<file path="src/rtl/fix_phase_nco.sv">
// fix_phase_nco: burst phase-accumulator feeding a FixSinCos unit.
// Emits Q1.Precision angles on x_o, a matching x_valid_o strobe, and a
// res_valid_o strobe delayed by the downstream unit's Latency.
// Optional feature macro: FIX_NCO_DITHER_EN (LSB dither from a 16-bit LFSR).
module fix_phase_nco #(
    parameter int Precision  = 24,
    parameter int Width      = Precision + 1,
    parameter int Latency    = 2,
    parameter int CountWidth = 16
) (
    input  logic                  clk_i,
    input  logic                  rst_i,
    input  logic                  cfg_valid_i,
    output logic                  cfg_ready_o,
    input  logic [Width-1:0]      cfg_phase0_i,
    input  logic [Width-1:0]      cfg_incr_i,
    input  logic [CountWidth-1:0] cfg_count_i,
    input  logic                  halt_i,
    input  logic                  abort_i,
    output logic [Width-1:0]      x_o,
    output logic                  x_valid_o,
    output logic                  res_valid_o,
    output logic                  busy_o,
    output logic                  done_o
);

    // Angle format is Q1.Precision; a mismatch would silently misscale angles.
    if (Width != Precision + 1 || Latency < 1 || Latency > 4) begin : g_bad_cfg
        $error("fix_phase_nco: unsupported Width/Precision/Latency combination");
    end

    typedef enum logic [1:0] {
        IDLE  = 2'd0,
        RUN   = 2'd1,
        DRAIN = 2'd2
    } state_t;

    state_t                  state_q, state_d;
    logic signed [Width-1:0] phase_q;
    logic signed [Width-1:0] incr_q;
    logic [CountWidth-1:0]   remaining_q;
    logic [2:0]              drain_cnt_q;
    logic [Latency-1:0]      vld_pipe;
    logic                    done_q;

    logic cfg_fire;
    logic cfg_zero;
    logic emit;
    logic last_emit;
    logic drain_last;

    // Width-bit wrapping add: carry out is dropped, so +1 rolls over to -1.
    function automatic logic signed [Width-1:0] phase_add(
        input logic signed [Width-1:0] a,
        input logic signed [Width-1:0] b
    );
        phase_add = a + b;
    endfunction

    assign cfg_fire   = (state_q == IDLE) && cfg_valid_i;
    assign cfg_zero   = (cfg_count_i == '0);
    assign emit       = (state_q == RUN) && !halt_i;
    assign last_emit  = emit && (remaining_q == CountWidth'(1));
    assign drain_last = (state_q == DRAIN) && (drain_cnt_q == 3'(Latency - 1));

    // State register.
    always_ff @(posedge clk_i or posedge rst_i) begin
        if (rst_i) state_q <= IDLE;
        else       state_q <= state_d;
    end

    // Next-state logic; abort ends the burst but the sample of that cycle still goes out.
    always_comb begin
        state_d = state_q;
        case (state_q)
            IDLE:    if (cfg_fire && !cfg_zero) state_d = RUN;
            RUN:     if (abort_i || last_emit)  state_d = DRAIN;
            DRAIN:   if (drain_last)            state_d = IDLE;
            default: state_d = IDLE;
        endcase
    end

    // Phase accumulator, increment and remaining-sample counter.
    always_ff @(posedge clk_i or posedge rst_i) begin
        if (rst_i) begin
            phase_q     <= '0;
            incr_q      <= '0;
            remaining_q <= '0;
        end else if (cfg_fire && !cfg_zero) begin
            phase_q     <= $signed(cfg_phase0_i);
            incr_q      <= $signed(cfg_incr_i);
            remaining_q <= cfg_count_i;
        end else if (emit) begin
            phase_q     <= phase_add(phase_q, incr_q);
            remaining_q <= remaining_q - CountWidth'(1);
        end
    end

    // Drain timer: counts the cycles spent in DRAIN so the delay line empties.
    always_ff @(posedge clk_i or posedge rst_i) begin
        if (rst_i)                  drain_cnt_q <= '0;
        else if (state_q != DRAIN)  drain_cnt_q <= '0;
        else                        drain_cnt_q <= drain_cnt_q + 3'd1;
    end

    // Valid delay line matching the downstream FixSinCos latency.
    always_ff @(posedge clk_i or posedge rst_i) begin
        if (rst_i) begin
            vld_pipe <= '0;
        end else begin
            vld_pipe[0] <= emit;
            for (int i = 1; i < Latency; i++) vld_pipe[i] <= vld_pipe[i-1];
        end
    end

    // Completion pulse: end of drain, or an accepted zero-length burst.
    always_ff @(posedge clk_i or posedge rst_i) begin
        if (rst_i) done_q <= 1'b0;
        else       done_q <= (cfg_fire && cfg_zero) || drain_last;
    end

`ifdef FIX_NCO_DITHER_EN
    logic [15:0] lfsr_q;

    // Fibonacci LFSR x^16+x^14+x^13+x^11+1, right-shifting form.
    function automatic logic [15:0] lfsr_next(input logic [15:0] s);
        logic fb;
        fb = s[0] ^ s[2] ^ s[3] ^ s[5];
        lfsr_next = {fb, s[15:1]};
    endfunction

    // Dither sequence restarts with every burst and steps once per emitted sample.
    always_ff @(posedge clk_i or posedge rst_i) begin
        if (rst_i)         lfsr_q <= 16'hACE1;
        else if (cfg_fire) lfsr_q <= 16'hACE1;
        else if (emit)     lfsr_q <= lfsr_next(lfsr_q);
    end

    // Only the presented angle is dithered; outside RUN x_o shows the plain phase.
    assign x_o = phase_q ^ {{(Width-1){1'b0}}, lfsr_q[0] & (state_q == RUN)};
`else
    assign x_o = phase_q;
`endif

    assign x_valid_o   = emit;
    assign res_valid_o = vld_pipe[Latency-1];
    assign busy_o      = (state_q != IDLE);
    assign cfg_ready_o = (state_q == IDLE);
    assign done_o      = done_q;

endmodule
</file>
<file path="config.mk">
export PLATFORM = sky130hd
export DESIGN_NAME = fix_phase_nco
export DESIGN_NICKNAME = d
export VERILOG_FILES = /design/src/rtl/fix_phase_nco.sv
export SDC_FILE = /design/constraint.sdc
export NUM_CORES = 1
export LEC_CHECK = 0
export CAP_MARGIN = 20
export CORE_MARGIN = 2
export CORE_UTILIZATION = 55
export DETAILED_ROUTE_END_ITERATION = 10
export PLACE_DENSITY = 0.86
export SLEW_MARGIN = 20
export SYNTH_ARGS = -nofsm -noshare
export SYNTH_HDL_FRONTEND = slang
export SYNTH_SLANG_ARGS = --single-unit
</file>
<file path="constraint.sdc">
create_clock -name clk_i -period 4.2 [get_ports clk_i]
set_input_delay 0.84 -clock clk_i [delete_from_list [all_inputs] [get_ports clk_i]]
set_output_delay 0.84 -clock clk_i [all_outputs]
set_load 0.02 [all_outputs]
</file>
Word level (Yosys, flattened, before mapping)
Cells that the tools add are included.
Word-level totals
  logic and storage cells: 42
  output and inout port bits: 30
  bits in registers: 74
Operators by class
  equal/unequal tests: 8
  reductions and logical operators: 15
  muxes and demuxes: 9
  add/sub/neg operators: 3
Operator list (count)
  $mux W25: 2
  $mux W16: 2
  $add A25 B25 Y25: 1
  $eq A16 B1 Y1 const B: 1
  $logic_not A16 Y1: 1
  $sub A16 B1 Y16 const B: 1
  $logic_and A1 B1 Y1: 6
  $mux W2: 3
  $pmux W2 S3: 1
  $ne A2 B1 Y1 const B: 2
  $ne A2 B2 Y1 const B: 2
  $reduce_bool A2 Y1: 2
  $add A3 B1 Y3 const B: 1
  $eq A3 B1 Y1 const B: 1
  $mux W3: 1
  $reduce_and A3 Y1: 1
  $eq A2 B1 Y1 const B: 1
  $eq A2 B2 Y1 const B: 1
  $logic_not A1 Y1: 2
  $logic_not A2 Y1: 1
  $logic_or A1 B1 Y1: 2

Depth between registers and ports, before layout
  depth after elaboration: 6
  depth in mapped cells: 9
  gate-level depth less buffers: 9

Worst setup path before layout
OpenSTA, ideal clock, no wires.
  kind: reg2reg
  from: register phase_q[0] (netlist: x_o[0])
  to: register phase_q[24] (netlist: x_o[24])
  data arrival time: 2.475 ns
  cell stages (with the launch flop): 10
  path slack: 1.594 ns
  clock period less this slack: 2.606 ns
  path buffers: 0
  cell sequence: dfrtp_1 > ha_1 > fa_1 > a21oi_1 > nor3_1 > o31a_1 > a31oi_2 > o21ai_2 > mux2i_1 > or3_1
On the way
  longest elaborated chain between the ends: 3
RTL lines
  from (decl): RTL line 39  | logic signed [Width-1:0] phase_q;
  from (signal assigned): RTL line 90  | phase_q <= $signed(cfg_phase0_i);
  from (signal assigned): RTL line 94  | phase_q <= phase_add(phase_q, incr_q);
  $add A25 B25 Y25: RTL line 57  | phase_add = a + b;
  $mux W25: RTL line 93  | end else if (emit) begin
  $mux W25: RTL line 89  | end else if (cfg_fire && !cfg_zero) begin
Every way passes these cells. The select of a mux whose other input is x is not followed.
A chain may end at the register's enable or synchronous reset.

Final worst setup path
  from: input halt_i
  to: output x_valid_o
On the way
  longest elaborated chain between the ends: 2
RTL lines
  from (decl): RTL line 18  | input logic halt_i,
  $logic_not A1 Y1: RTL line 62  | assign emit = (state_q == RUN) && !halt_i;
  $logic_and A1 B1 Y1: RTL line 62
  to (decl): RTL line 21  | output logic x_valid_o,
Every way passes these cells.

==> metrics.md <==
| Metric | Value |
|---|---|
| Status | `finished, final reports clean` |
| Cell Pwr Density | `829 mW/mm2` |
| I/O pin count | `101` |
| P_leak | `2.57 nW` |
| Fmax | `333 MHz` |
| Switching part of the total | `0.471` |
| Worst VDD drop | `0.471 mV` |
| Dominant cell type by area after synthesis | `dfrtp_1` |
| Fin crit share | `0.714` |
| Die height | `94.5 um` |
| Commonest cells post-synth | `106 x nand2_1, 74 x dfrtp_1, 34 x a21oi_1` |
| Register share of total power | `0.279` |
| Final hold violation count | `0` |
| GP Congestion | `0.925` |
| HP Class | `reg2reg` |
| Die Wd | `94.5 um` |
| Worst-path maximum fanout | `2` |
| Startpoint types | `input port` |
| First-pass GRT wire length | `19600 um` |
| Post-synthesis sequential area ratio | `0.411` |
| Worst Clk Skew | `0.00637 ns` |
| Initial Util | `0.557` |
| Final HPWL DP | `8640 um` |
| CP Class | `in2out` |
| Die Area | `0.00893 mm2` |
| WL final | `12100 um` |
| Worst Setup End Kind | `output pin` |
| DRC violations left | `0` |
| EDFF count, synth | `0` |
| Share of cells above drive strength 1 | `0.0603` |
| Post-Syn Area per Cell | `8.75 um2` |
| Ys flop type | `dfrtp_1` |
| Number of gates resized after cts | `0` |
| H-tree depth | `3` |
| ANT cells | `0` |
| Register bit count reported by yosys | `74` |
| Setup TNS | `0 ns` |
| Via count | `4342` |
| First DRT Iteration DRCs | `312` |
| Fin nets | `709` |
| Remaining global-route overflow | `0` |
| Clk pin slew, worst setup/hold paths | `0.08 ns` |
| Core Area | `0.00809 mm2` |
| Combinational Power Share | `0.619` |
| Most frequent cell after synthesis | `nand2_1` |
| Post-Syn Nets | `615` |
| Synthesis Warnings | `0` |
| Final min period | `3.00 ns` |
| Internal | `2.53 mW` |
| Clock buffer depth | `2` |
| Vias in the first global route | `4250` |
| Setup violators final | `0` |
| CTS tree | `built` |
| Synthesized cell area | `0.00451 mm2` |
| Clock share of power | `0.101` |
| # clock sinks | `74` |
| Netlist cell types | `60` |
| Final ANT Viol Nets | `0` |
| Initial antenna violation count | `0` |
| Max-slew violations | `0` |
| Port Buffers | `100` |
| Worst-skew pair later-pin latency | `0.34 ns` |
| Pin count of the biggest net entering global routing | `55` |
| Final cell count without fillers | `719` |
| Relative slew slack | `0.547` |
| RSZ-0062 raised after global routing | `false` |
| Worst Path Arrival | `2.16 ns` |
| Drt wl/cell | `16.9 um` |
| Top cells by area, synth | `dfrtp_1 41%, nand2_1 8.8%, ha_1 7.8%` |
| TritonRoute pass-1 iters | `7` |
| FP Rows | `33` |
| Syn Inst Count | `515` |
| Max capacitance violation total | `0` |
| NetSw | `2.25 mW` |
| Setup bufs post-CTS | `0` |
| Worst-margin pin slew | `0.680 ns` |
| GRT Total Usage | `0.280` |
| CTS Buf Count | `9` |
| FFs w/ async S/R, synth | `1.00` |
| CTS Root Cell | `clkbuf_8` |
| Vias per cell | `6.04` |
| CTS Hold Bufs | `0` |
| Synth top area share | `0.411` |
| Layout area overhead | `28.0%` |
| Placed cell count | `703` |
| CP required | `3.36 ns` |
-- layout by cell type, fill, tap and decap left out, types with 3 or more instances in the layout --
cell	Yosys	routed
nand2_1	106	106
inv_1	18	17
a221o_1	7	7
nand3_1	11	11
and3_1	13	12
a22oi_1	12	12
ha_1	28	28
nor2_1	27	27
dfrtp_1	74	74
a31oi_1	3	3
buf_4	0	8
o21ai_0	33	33
nand2b_1	3	3
nor2b_1	3	3
o21ai_1	7	7
a211oi_1	6	6
nand3b_1	3	3
a21o_1	8	8
a21oi_1	34	34
xor2_1	5	5
o21bai_1	3	3
xnor2_1	17	17
mux2i_1	3	3
nor3b_1	3	3
clkdlybuf4s50_1	0	100
nor4_1	6	6
o22ai_1	3	3
nor3_1	6	6
or3_1	4	4
a221oi_1	3	3
nand4_1	7	7
clkinvlp_4	0	3
o211ai_1	3	3
clkbuf_8	0	9
clkinv_2	0	3
-- worst max-delay path: stages --
cell             delay (ns)
clkdlybuf4s50_1        0.41
or2_1                  0.26
inv_2                  0.06
clkdlybuf4s50_1        0.59
-- final cells by class --
cell class,instances,area [um2]
multi-input combinational,397,2480
clock buffer,9,124
fill,636,2330
timing repair buffer,108,1060
tap,105,131
clock inverter,7,46.3
inverter,19,73.8
sequential,74,1850
-- final timing paths --
check / from / endpoint / slack, ns / depth (start not counted)
setup / recovery: halt_i / x_valid_o / 1.20 / 4
hold / removal: vld_pipe[0]$_DFF_PP0_ / vld_pipe[1]$_DFF_PP0_ / 0.35 / 0
setup reg to reg: x_o[0]$_DFFE_PP0P_ / x_o[24]$_DFFE_PP0P_ / 1.35 / 9
hold reg to reg: vld_pipe[0]$_DFF_PP0_ / vld_pipe[1]$_DFF_PP0_ / 0.35 / 0
max in group asynchronous: rst_i / x_o[11]$_DFFE_PP0P_ / 2.55 / 3
min in group asynchronous: rst_i / drain_cnt_q[0]$_DFF_PP0_ / 0.95 / 2
-- power groups by stage --
stage / Clock [mW] / Sequential [mW] / Combinational [mW]
finish: 0.485 / 1.33 / 2.96
global route: 0.525 / 1.38 / 3.27
CTS: 0.492 / 1.33 / 2.94
detailed placement: 0 / 1.33 / 2.91
global placement: 0 / 1.32 / 2.83
floorplan: 0 / 1.42 / 1.98
-- metrics by stage --
stage,utilization,hold slack [ns],power [mW],area [um2],worst slack [ns]
2_1_floorplan,-,0.331,3.40,4510,1.48
3_3_place_gp,0.691,0.337,4.15,5590,1.08
3_5_place_dp,0.692,0.336,4.24,5600,0.994
4_1_cts,0.713,0.355,4.76,5770,1.18
5_1_grt,0.713,0.361,5.17,5770,1.14
6_report,0.713,0.355,4.78,5770,1.20
-- sequential cells by signal, indices dropped and copies added, names as in the netlist --
name,flops
incr_q,25
x_o,25
remaining_q,16
drain_cnt_q,3
state_q,2
vld_pipe,2
done_o,1
-- kinds of logic after synthesis --
kind of cell | synth area share
xor+xnor | 0.0428
compound gates | 0.217
buf+inv | 0.0392
fa+ha+maj | 0.0822
mux | 0.00667
flops | 0.411
simple gates | 0.201
-- per-layer routing --
metal  vias to the layer above  track usage  part of all wire
li1                       2047            -                 -
met1                      2074        0.344              0.41
met2                       190        0.492              0.49
met3                        31       0.0527             0.078
met4                         0       0.0990             0.023
met5                         -            0                 0
Power figures use the tool's default switching activity.
